$ cat src/rtl/systolic_pkg.sv
// Shared types and lane-delay helper for the systolic skewer and its bench.
package systolic_pkg;

    typedef enum logic [1:0] {
        IDLE   = 2'd0,
        STREAM = 2'd1,
        DRAIN  = 2'd2
    } skew_state_e;

    // Skew: lane i waits i+1 cycles. Deskew mirrors it so lane 0 is slowest.
    function automatic int lane_delay(input int i, input int n, input int deskew);
        return (deskew != 0) ? (n - i) : (i + 1);
    endfunction

endpackage

$ cat src/rtl/skew_delay_line.sv
// Fixed-depth {valid, data} shift register for one skewer lane; zeroes data on bubbles.
module skew_delay_line #(
    parameter int DATA_SIZE = 32,
    parameter int DEPTH     = 1
) (
    input  logic                 clk,
    input  logic                 reset,
    input  logic                 shift,
    input  logic                 in_valid,
    input  logic [DATA_SIZE-1:0] in_data,
    output logic                 out_valid,
    output logic [DATA_SIZE-1:0] out_data
);

    logic [DEPTH-1:0]                vld_pipe;
    logic [DEPTH-1:0][DATA_SIZE-1:0] dat_pipe;

    always_ff @(posedge clk) begin
        if (reset) begin
            vld_pipe <= '0;
            dat_pipe <= '0;
        end else if (shift) begin
            vld_pipe[0] <= in_valid;
            dat_pipe[0] <= in_valid ? in_data : '0;
            for (int k = 1; k < DEPTH; k++) begin
                vld_pipe[k] <= vld_pipe[k-1];
                dat_pipe[k] <= dat_pipe[k-1];
            end
        end
    end

    assign out_valid = vld_pipe[DEPTH-1];
    assign out_data  = dat_pipe[DEPTH-1];

endmodule

$ cat src/rtl/systolic_skewer.sv
// Streaming row/column skewer (or deskewer) with stall, tail drain and done pulse.
// Optional perf counters behind SYSTOLIC_SKEWER_PERF_EN.
module systolic_skewer
    import systolic_pkg::*;
#(
    parameter int MATRIX_SIZE = 4,
    parameter int DATA_SIZE   = 32,
    parameter int DESKEW      = 0
) (
    input  logic                                  clk,
    input  logic                                  reset,
    input  logic                                  in_valid,
    output logic                                  in_ready,
    input  logic                                  in_last,
    input  logic [MATRIX_SIZE-1:0][DATA_SIZE-1:0] data,
    input  logic                                  stall,
    output logic [MATRIX_SIZE-1:0][DATA_SIZE-1:0] data_skewed,
    output logic [MATRIX_SIZE-1:0]                lane_valid,
    output logic                                  busy,
    output logic                                  done
`ifdef SYSTOLIC_SKEWER_PERF_EN
    ,
    output logic [31:0]                           perf_beats,
    output logic [31:0]                           perf_stalls
`endif
);

    localparam int              CW         = $clog2(MATRIX_SIZE + 1);
    localparam logic [CW-1:0]   DRAIN_INIT = CW'(MATRIX_SIZE - 1);

    skew_state_e   state_q, state_d;
    logic [CW-1:0] cnt_q, cnt_d;
    logic          done_d;
    logic          advance, accept;

    assign advance  = !stall;
    assign in_ready = !stall && (state_q != DRAIN);
    assign accept   = in_valid && in_ready;
    assign busy     = (state_q != IDLE);

    for (genvar i = 0; i < MATRIX_SIZE; i++) begin : g_lane
        skew_delay_line #(
            .DATA_SIZE (DATA_SIZE),
            .DEPTH     (lane_delay(i, MATRIX_SIZE, DESKEW))
        ) u_dl (
            .clk       (clk),
            .reset     (reset),
            .shift     (advance),
            .in_valid  (accept),
            .in_data   (data[i]),
            .out_valid (lane_valid[i]),
            .out_data  (data_skewed[i])
        );
    end

    // done is raised on the edge the counter reaches zero, so it lines up with the
    // slowest lane's output; the state leaves DRAIN one advance later.
    always_comb begin
        state_d = state_q;
        cnt_d   = cnt_q;
        done_d  = 1'b0;
        case (state_q)
            IDLE, STREAM: begin
                if (accept) begin
                    if (in_last) begin
                        state_d = DRAIN;
                        cnt_d   = DRAIN_INIT;
                        done_d  = (DRAIN_INIT == '0);
                    end else begin
                        state_d = STREAM;
                    end
                end
            end
            DRAIN: begin
                if (advance) begin
                    if (cnt_q == '0) begin
                        state_d = IDLE;
                    end else begin
                        cnt_d  = cnt_q - 1'b1;
                        done_d = (cnt_q == CW'(1));
                    end
                end
            end
            default: state_d = IDLE;
        endcase
    end

    always_ff @(posedge clk) begin
        if (reset) begin
            state_q <= IDLE;
            cnt_q   <= '0;
            done    <= 1'b0;
        end else if (advance) begin
            state_q <= state_d;
            cnt_q   <= cnt_d;
            done    <= done_d;
        end
    end

`ifdef SYSTOLIC_SKEWER_PERF_EN
    always_ff @(posedge clk) begin
        if (reset) begin
            perf_beats  <= '0;
            perf_stalls <= '0;
        end else begin
            if (accept && (perf_beats != '1))
                perf_beats <= perf_beats + 32'd1;
            if (stall && busy && (perf_stalls != '1))
                perf_stalls <= perf_stalls + 32'd1;
        end
    end
`endif

endmodule

$ cat config.mk
export PLATFORM = sky130hd
export DESIGN_NAME = systolic_skewer
export DESIGN_NICKNAME = d
export VERILOG_FILES = /design/src/rtl/systolic_pkg.sv /design/src/rtl/skew_delay_line.sv /design/src/rtl/systolic_skewer.sv
export SDC_FILE = /design/constraint.sdc
export NUM_CORES = 1
export LEC_CHECK = 0
export ABC_AREA = 0
export CAP_MARGIN = 10
export CORE_MARGIN = 2
export CORE_UTILIZATION = 35
export DETAILED_ROUTE_END_ITERATION = 7
export GPL_TIMING_DRIVEN = 0
export SETUP_SLACK_MARGIN = 0.15
export SLEW_MARGIN = 0
export SYNTH_ARGS = -nofsm -noshare
export SYNTH_HDL_FRONTEND = slang
export SYNTH_SLANG_ARGS = --single-unit
export TNS_END_PERCENT = 5
$ cat constraint.sdc
create_clock -name clk -period 1.4 [get_ports clk]
set_input_delay 0.42 -clock clk [delete_from_list [all_inputs] [get_ports clk]]
set_output_delay 0.42 -clock clk [all_outputs]
set_load 0.05 [all_outputs]
[Word-level counts from Yosys, hierarchy flattened]
Cells that the tools add are included.
Word-level totals
  output and inout bits: 135
  memories: 0
  logic and storage cells: 51
  input port bits: 133
  RAM bits: 0
  bits in read-only memories: 0
  flip-flop bits (word level): 336
  latch bits: 0
Cells by class
  $lt $le $gt $ge: 0
  add/sub/neg operators: 1
  divide/modulo/power cells: 0
  multiply operators: 0
  multiplexer cells: 14
  equal/unequal tests: 8
  shift operators: 0
  reduce and logical (&&, ||, !) cells: 10
  bitwise operators: 1
Operator list (count)
  $mux W32: 4
  $mux W3: 3
  $ne A2 B2 Y1 const B: 4
  $mux W2: 3
  $pmux W3 S2: 1
  $reduce_and A5 Y1: 1
  $pmux W2 S2: 1
  $reduce_bool A2 Y1: 2
  $eq A3 B1 Y1 const B: 1
  $logic_not A3 Y1: 1
  $reduce_and A3 Y1: 1
  $sub A3 B1 Y3 const B: 1
  $eq A2 B1 Y1 const B: 1
  $eq A2 B2 Y1 const B: 1
  $logic_and A1 B1 Y1: 2
  $logic_not A2 Y1: 1
  $mux W1: 2
  $ne A2 B1 Y1 const B: 1
  $reduce_or A2 Y1: 1
  $logic_not A1 Y1: 1
  $not A1 Y1: 1

[Logic depth before layout (Yosys ltp)]
Gate-level depths: netlist (run 1).
  word-level depth: 5
  gate-level depth with buffers: 7
  mapped depth without buffers: 6

[Cells and area by module]
From an unflattened synthesis (run 1), not the netlist that was laid out.
Unflattened totals
  cell total of the unflattened synthesis: 1362
  area total of the unflattened synthesis: 14231.1 µm²
By module, submodules not included
  skew_delay_line (g_lane[3].u_dl): area each 5066.1 µm², sequential area each 2642.5 µm², cells each 497, instances 1
  skew_delay_line (g_lane[2].u_dl): area each 4169.0 µm², sequential area each 1981.9 µm², cells each 391, instances 1
  skew_delay_line (g_lane[1].u_dl): area each 2899.0 µm², sequential area each 1321.3 µm², cells each 284, instances 1
  skew_delay_line (g_lane[0].u_dl): area each 1730.4 µm², sequential area each 660.6 µm², cells each 146, instances 1
  systolic_skewer: area each 366.6 µm², sequential area each 120.1 µm², cells each 44, instances 1

[Worst setup path after synthesis (run 1)]
OpenSTA, ideal clock, no wires.
  kind: input to output
  start: input stall
  end: output in_ready
  data arrival time: 1.593 ns
  path buffers: 3
  setup slack: -0.613 ns
  data required time: 0.980 ns
  cell stages on the path: 4
  cell sequence: buf_2 -> buf_2 -> buf_2 -> nor2_1
On the way
  longest elaborated chain between the ends: 2
RTL lines
  start, declared: RTL line systolic_skewer.sv:16  | input logic stall,
  $logic_not A1 Y1: RTL line systolic_skewer.sv:37  | assign in_ready = !stall && (state_q != DRAIN);
  $logic_and A1 B1 Y1: RTL line systolic_skewer.sv:37
  end, declared: RTL line systolic_skewer.sv:13  | output logic in_ready,
No other way between the ends.

[Final worst setup path (run 1)]
  start: register state_q[0]
  end: output in_ready
On the way
  longest elaborated chain between the ends: 2
RTL lines
  start, declared: RTL line systolic_skewer.sv:31  | skew_state_e state_q, state_d;
  start signal, assigned: RTL line systolic_skewer.sv:94  | state_q <= state_d;
  $ne A2 B2 Y1: RTL line systolic_skewer.sv:37
  $logic_and A1 B1 Y1: RTL line systolic_skewer.sv:37
No other way between the ends.

==> results of run 1 <==
[per-layer routing]
metal	part of all wire (%)	wire length [µm]	global-route usage, %	vias to the layer above
met5	0.039	13	0	-
met4	2.1	704	4.91	2
met3	6.2	2060	4.85	48
met2	46	15500	28.6	220
met1	45	15100	22.0	4394
li1	-	-	-	4600
[kinds of logic after synthesis]
family | after synthesis | share of synthesized area [%]
AND/OR/NAND/NOR | 340 | 10.6
flip-flops | 330 | 51.2
buffers and inverters | 195 | 10.7
multiplexers | 195 | 15.1
AO/OA/AOI/OAI | 143 | 12.1
adder cells (fa/ha/maj) | 3 | 0.291
[worst paths after layout]
check	from	to	slack, ns	depth (start not counted)
max	state_q[0]	in_ready	-0.30	3
min	reset	cnt_q[2]	0.31	3
max reg2reg	state_q[0]	cnt_q[2]	-0.08	6
min reg2reg	cnt_q[1]	cnt_q[1]	0.47	1
[cells in the final DEF (no fill, tap or decap), types with 7 or more instances in the layout]
cell                              Yosys  routed
sky130_fd_sc_hd__nor2_2              20      20
sky130_fd_sc_hd__clkbuf_2             0       7
sky130_fd_sc_hd__mux2i_1            195     195
sky130_fd_sc_hd__a22oi_2            100     100
sky130_fd_sc_hd__buf_4              118      38
sky130_fd_sc_hd__buf_12               9      22
sky130_fd_sc_hd__buf_2               22      18
sky130_fd_sc_hd__clkbuf_16            0      40
sky130_fd_sc_hd__nor2_1             310     309
sky130_fd_sc_hd__a22oi_1             29      29
sky130_fd_sc_hd__buf_6                1      95
sky130_fd_sc_hd__dfxtp_1            330     204
sky130_fd_sc_hd__clkdlybuf4s50_1      0     130
sky130_fd_sc_hd__buf_8                2     120
sky130_fd_sc_hd__clkbuf_1            30      33
sky130_fd_sc_hd__clkbuf_8             0       7
sky130_fd_sc_hd__dfxtp_2              0     124
[area by class of cell]
cell class / instances / share of cell area [%]
plain buffers: 188 / 9.22
clock buffers: 55 / 5.90
clock inverters: 11 / 0.748
inverters: 7 / 0.140
multi-input cells: 681 / 26.4
flip-flops and latches: 330 / 36.1
well taps: 468 / 3.13
repair buffers: 273 / 18.4
[through the flow]
| stage | power (µW) | instance area (µm²) | utilization, % |
|---|---|---|---|
| 5_1_grt | 22800 | 18700 | 51.4 |
| 3_3_place_gp | 12100 | 16200 | 44.4 |
| 4_1_cts | 22200 | 18000 | 49.5 |
| 3_5_place_dp | 12200 | 16200 | 44.4 |
| 6_report | 22000 | 18700 | 51.4 |
| 2_1_floorplan | 11300 | 12900 | - |
[power by group through the flow]
| stage | Combinational [µW] | Sequential [µW] | Clock (µW) |
|---|---|---|---|
| 2_1_floorplan | 1220 | 10100 | 0 |
| 3_3_place_gp | 2180 | 9960 | 0 |
| 3_5_place_dp | 2200 | 9960 | 0 |
| 4_1_cts | 2300 | 9780 | 10100 |
| 5_1_grt | 2480 | 9810 | 10500 |
| 6_report | 2320 | 9780 | 9860 |
[worst max-delay path: stages, from the launching register on]
cell                      delay [ns]
sky130_fd_sc_hd__dfxtp_2        0.34
sky130_fd_sc_hd__and2b_4        0.20
sky130_fd_sc_hd__nor2_4         0.08
sky130_fd_sc_hd__buf_8          0.15
[registers in the layout (all words and copies together), names as in the netlist]
signal,count
cnt_q,3
g_lane.u_dl.vld_pipe,4
state_q,2
g_lane.u_dl.dat_pipe,192
done,1
g_lane.u_dl.out_data,128
[repair_timing]
item / in CTS / in global routing
buffers inserted: 6 / 1
gates cloned: 0 / 1
setup endpoints to repair: 368 / 387
pin swaps: 2 / 0
gates resized for setup: 1087 / 239
==> results.md, run 1 <==
GRT:
- The total global-route track usage is 17.3%.
- The number of global-route vias before repair is 9276.
- The initial antenna violation count is 2.
- The first global-routing pass estimated 52.0 mm of wire.
- The total overflow left after global routing is 0.
- Entering global routing, the biggest net connects 14 pins.

STA:
- The final number of setup-violating endpoints is 206.
- Hold timing on the final database bottoms out at a slack of 0.313 ns.
- The post-route clock skew is 0.0174 ns.
- The maximum clock frequency is 0.588 GHz.
- Adding up every negative setup slack in the final design gives -14.31 ns.
- Setup repair after global routing could not meet its margin everywhere.
- At the pin with the least slew margin, the transition time is 0.741 ns.
- The number of max-slew violations in the final report is 0.
- Measured against its own limit, the worst slew margin works out to 50.6%.
- The smallest clock period supported by the final layout is computed as 1.70 ns.
- The worst-case setup margin in the final layout is -0.302 ns.
- The share of the clock period used by the worst path is 122%.
- The count of endpoints failing hold in the final timing report is 0.

Logic synthesis:
- The synthesized netlist contains 30 unique library cells.
- The number of nets in the synthesized netlist is 1342.
- The fraction of post-synthesis cell area in the top cell type by area is 51.2%.
- The number of cells produced by synthesis is 1206.
- The leading register cell type out of synthesis is sky130_fd_sc_hd__dfxtp_1.
- Counting flops with a built-in enable in the synthesized netlist gives 0.
- After synthesis the netlist holds a flip-flop and latch count of 330.
- Averaged over all synthesized cells, the footprint is 10.7 µm².
- Sorting the synthesized cells by area gives the leading types as sky130_fd_sc_hd__dfxtp_1 (51%), sky130_fd_sc_hd__mux2i_1 (15%), sky130_fd_sc_hd__a22oi_2 (9.7%).
- Of all flip-flops after synthesis, the portion carrying an async set or reset was 0%.
- During synthesis, Yosys emitted a total of 0 warnings.
- Summed over all instances, the cell type with the most area after synthesis is sky130_fd_sc_hd__dfxtp_1.
- In the synthesized netlist, the cells that appear most often are sky130_fd_sc_hd__dfxtp_1 (330), sky130_fd_sc_hd__nor2_1 (310), sky130_fd_sc_hd__mux2i_1 (195).
- In this run the cell area of the synthesized design comes to 12900 µm².
- After synthesis, flip-flops and latches occupy 51.2% of the total area.
- Among all cell types in the netlist, the one instantiated most often is sky130_fd_sc_hd__dfxtp_1.

Power:
- The total power per unit cell area is 1170 nW/µm².
- The internal power of the cells totals 16800 µW.
- The clock network accounts for 44.9% of the total power.
- In this run the power spent charging and discharging nets is 5170 µW.
- VDD sags by at most 1.03 mV.
- In this run, the combinational gates consume 10.6% of the power.
- The leakage power of the design is 0.00787 µW.
- In this run switching power makes up 23.5% of total power.
- The sequential power share is 44.6%.

Clocking:
- The number of buffers on the longest clock path is 3.
- TritonCTS built the clock tree.
- The count of clock tree sinks is 330.
- The clock latency on the worst-skew pair is 0.52 ns.
- CTS built an H-tree with a depth of 2.
- In this run, post-CTS hold repair placed 0 buffers.
- The number of buffers created by CTS is 37.
- The library cell used as clock root buffer is sky130_fd_sc_hd__clkbuf_16.
- Clock-pin slew was measured on the worst setup and hold paths at 0.06 ns.

Status:
- The flow ran to the end, but the final reports show violations.
- The checks that failed: setup timing.

Routing:
- The first detailed-routing pass took 4 iterations.
- Dividing the detail-routed wire length by the instance count gives 16.6 µm.
- The average vias per placed instance is 4.60.
- The number of DRC violations after detailed routing is 0.
- The wire length after detailed routing is 33.4 mm.
- In this run the remaining antenna-violating nets after routing total 0.
- The starting DRC count in detailed routing is 263.
- The number of vias in the routed layout is 9264.

Die:
- The site row count is 70.
- The region available for standard cell placement spans 36400 µm².
- The number of primary I/O pins is 268.
- The die covers 38400 µm².
- The floorplan die width is 196 µm.
- The height of the die is 196 µm.
- Once the floorplan was initialized, standard cells occupied 35.4% of the core.

Placed design:
- The congestion estimate from routability-driven global placement came to 0.748.
- The HPWL reported at the end of detailed placement is 23.6 mm.
- Before CTS, the worst setup slack after placement is -0.810 ns.
- The number of placed instances, taps included, is 1939.
- The count of buffers from port buffering is 265.

Setup path:
- The worst setup path is of the flop to output port kind.
- Data arrives at the worst endpoint at 1.28 ns.
- The maximum fanout count along the critical path is 3.
- The kind of start point of the critical path is a flop.
- The kind of end point of the critical path is an output port.
- The data required time of the worst path is 0.98 ns.

Cells and area:
- The storage element area is 6770 µm².
- The area growth from synthesis to layout is 45.2%.
- The antenna diode count is 0.
- The multi-input combinational cell area is 4940 µm².
- The final cell count without fillers is 2013.
- In the final design database the tool counted 1654 nets.
- Of the cells placed in the final design, the portion with a size suffix greater than 1 is 39.7%.
- The fill cell instance count of the final layout is 3234.

Flow run:
- Across the run, the number of max-cap violations was 0.

Worst hold path:
- The tightest min-delay check is of the input port to flop type.
Note: power is estimated with default switching activity, not from simulation.
==> run 2, diff against run 1 <==
clock period = 2.1 ns   (was 1.4 ns; I/O delays follow)
==> run 2 against run 1 <==
Compared with the run above:
- the run now ends clean
- non-clock buffer count decreased by 8
- final cell count shrank 0.45%
- global-route usage decreased by 0.15 points
- cell area fell by 6.6%
- clock skew down 0.0015 ns
- sequential power down 33%
- via count shrank 0.67%
- flip-flop and latch count unchanged
- critical path type unchanged
==> results.md, run 2 (synthesis results as in run 1) <==
Status:
- Run status: finished clean (was finished, violations left).

Routing:
- The wire length after detailed routing is 32.8 mm (was 33.4 mm).
- The starting DRC count in detailed routing is 264 (was 263).
- The number of DRC violations after detailed routing is 0 (unchanged).
- The number of vias in the routed layout came to 9202 (was 9264).
- The average vias per placed instance is 4.59 (was 4.60).
- The average wire per standard cell came to 16.4 µm (was 16.6 µm).
- The number of nets with antenna violations after detailed routing is 0 (unchanged).
- The first-pass detailed-route iteration total is 4 (unchanged).

Cells and area:
- The final instance area came to 17500 µm² (was 18700 µm²).
- The multi-input combinational cell area is 4920 µm² (was 4940 µm²).
- The final cell count without fillers is 2004 (was 2013).
- The final standard cell utilization of the core came to 48.0% (was 51.4%).
- Most used cells in the layout excluding fill and tap cells: sky130_fd_sc_hd__dfxtp_1 (327), sky130_fd_sc_hd__nor2_1 (309), sky130_fd_sc_hd__mux2i_1 (195) (was sky130_fd_sc_hd__nor2_1 (309), sky130_fd_sc_hd__dfxtp_1 (204), sky130_fd_sc_hd__mux2i_1 (195)).
- The net count reported at finish is 1646 (was 1654).
- The share of layout cells above drive strength 1 is 28.9% (was 39.7%).
- The most common cell after layout, fill and taps aside was sky130_fd_sc_hd__dfxtp_1 (was sky130_fd_sc_hd__nor2_1).
- The flip-flop count of the largest register, all copies and words added is 192 (unchanged).
- The storage element area is 6610 µm² (was 6770 µm²).
- The relative area change from synthesis to final layout was 35.6% (was 45.2%).
- The register bank with the most flops is g_lane.u_dl.dat_pipe (unchanged).
- The fill cell instance count of the final layout is 3419 (was 3234).
- The antenna diode count is 0 (unchanged).

Die:
- The effective utilization at floorplan was 35.4% (unchanged).
- The height of the die is 196 µm (unchanged).
- The site row count came to 70 (unchanged).
- The overall die area is 38400 µm² (unchanged).
- The floorplan die width is 196 µm (unchanged).
- The core region area is 36400 µm² (unchanged).
- The number of primary I/O pins is 268 (unchanged).

Clocking:
- The clock latency on the worst-skew pair came to 0.52 ns (about the same).
- The number of buffers inserted to repair setup after CTS came to 0 (was 6).
- The number of levels the H-tree was split into came to 2 (unchanged).
- The number of buffers created by CTS is 37 (unchanged).
- The post-CTS resize count came to 363 (was 1087).
- The library cell used as clock root buffer is sky130_fd_sc_hd__clkbuf_16 (unchanged).
- The count of clock tree sinks is 330 (unchanged).
- The clock-pin transition on the worst setup and hold timing paths was 0.06 ns (about the same).
- The TritonCTS clock tree is built (unchanged).
- The number of buffers on the longest clock path was 3 (unchanged).
- The quantity of hold-fixing buffers added after cts is 0 (unchanged).

Power:
- The worst IR drop on VDD is 0.599 mV (was 1.03 mV).
- The leakage power of the design is 0.00733 µW (was 0.00787 µW).
- The total power came to 14700 µW (was 22000 µW).
- The total power per unit cell area was 838 nW/µm² (was 1170 nW/µm²).

STA:
- The slew at the pin closest to its max-slew limit is 0.882 ns (was 0.741 ns).
- RSZ-0062 raised after global routing: true (unchanged).
- The final number of setup-violating endpoints is 0 (was 206).
- For the finished layout, the period the worst path requires is 2.03 ns.
- The number of max-slew violations in the final report was 0 (unchanged).
- The count of endpoints failing hold in the final timing report is 0 (unchanged).
- The final critical path takes up 96.8% of the cycle.
- The remaining max-slew budget at the tightest pin came to 41.2% (was 50.6%).
- The total negative setup slack is 0 ns (was -14.31 ns).
- The maximum clock frequency is 0.492 GHz.
- The post-route clock skew is 0.0159 ns (was 0.0174 ns).

GRT:
- The met3 routing resource usage after global routing is 4.80% (was 4.85%).
- The global routing met1 resource utilization is 21.8% (was 22.0%).
- The initial antenna violation count is 1 (was 2).
- The met2 layer usage reported by global route came to 28.7% (was 28.6%).
- The global route total overflow is 0 (unchanged).
- The total global-route track usage is 17.1% (was 17.3%).
- The global-route wire length before repair is 51.8 mm (was 52.0 mm).
- The pin count of the biggest net entering global routing was 15 (was 14).
- The number of global-route vias before repair is 9254 (was 9276).
- The most utilized layer in the global route result is met2 (unchanged).

Setup path:
- The count of buffering cells on the critical path with inverters included was 1 (unchanged).
- The kind of end point of the critical path is an output port (unchanged).
- The critical path's largest stage delay is 0.54 ns (was 0.34 ns).
- The kind of start point of the critical path is a flop (unchanged).
- The worst-path cell with the longest stage delay is sky130_fd_sc_hd__dlygate4sd2_1 (was sky130_fd_sc_hd__dfxtp_2).
- The cell class contributing the biggest share of worst-path delay is buffers and inverters (was flip-flops).
- Cell-by-cell trace of the critical path: dlygate4sd2_1 (was and2b_4 > nor2_4 > buf_8).
- The category of the critical setup timing path is flop to output port (unchanged).
- The maximum fanout count along the critical path is 2 (was 3).
- The data required time of the worst path is 1.47 ns (was 0.98 ns).
- The signal arrival time at the worst endpoint came to 1.40 ns (was 1.28 ns).

Placed design:
- The routability congestion estimate from global placement is 0.762 (was 0.748).
- The count of buffers from port buffering is 265 (unchanged).
- The HPWL reported at the end of detailed placement was 23.8 mm (was 23.6 mm).
- The area after detailed placement is 16200 µm² (about the same).
- The total placed cells including tap cells is 1939 (unchanged).

Flow run:
- The max-cap check violation count is 0 (unchanged).

Worst hold path:
- The type of the worst min-delay path is flop to flop (was input port to flop).
-- run 2: cell count changes in the layout (fill, tap and decap cells not counted), sizes merged --
| cell | before | now |
|---|---|---|
| inv | 8 | 9 |
| buf | 298 | 164 |
| dlygate4sd2 | 0 | 25 |
| bufinv | 3 | 4 |
| clkdlybuf4s15 | 0 | 98 |
| clkbuf | 88 | 91 |
| clkinv | 6 | 3 |
-- run 2: through the flow --
stage,setup slack (ns),hold slack (ns)
3_5_place_dp,-0.642,0.482
4_1_cts,0.0255,0.490
5_1_grt,0.0179,0.508
3_3_place_gp,-0.655,0.450
2_1_floorplan,0.167,0.441
6_report,0.0667,0.482
-- run 2: path summary, 6_finish.rpt --
path | from | cells after the start | end | slack, ns
worst min register to register | g_lane[2].u_dl.dat_pipe[59] | 2 | g_lane[2].u_dl.out_data[27] | 0.48
worst min-delay path | g_lane[2].u_dl.dat_pipe[59] | 2 | g_lane[2].u_dl.out_data[27] | 0.48
worst max register to register | cnt_q[0] | 6 | cnt_q[2] | 0.60
worst max-delay path | g_lane[0].u_dl.out_data[13] | 1 | data_skewed[13] | 0.07
-- run 2: power by group --
| group | internal (µW) | switching [µW] |
|---|---|---|
| Combinational | 646 | 770 |
| Clock | 4200 | 2540 |
| Sequential | 6410 | 91.4 |
-- run 2: final cells by class --
cell class | instances | share of cell area (%)
Sequential cell | 330 | 37.8
Multi-Input combinational cell | 681 | 28.2
Timing Repair Buffer | 265 | 15.4
Buffer | 188 | 7.82
Clock buffer | 55 | 6.44
Tap cell | 468 | 3.35
Clock inverter | 10 | 0.915
Inverter | 7 | 0.150
-- run 2: layer usage --
| metal | vias up | part of all wire, % | wire [µm] |
|---|---|---|---|
| met5 | - | 0.049 | 16 |
| met4 | 2 | 1.8 | 597 |
| met3 | 43 | 6.9 | 2260 |
| met2 | 218 | 47 | 15400 |
| met1 | 4346 | 44 | 14600 |
| li1 | 4593 | - | - |
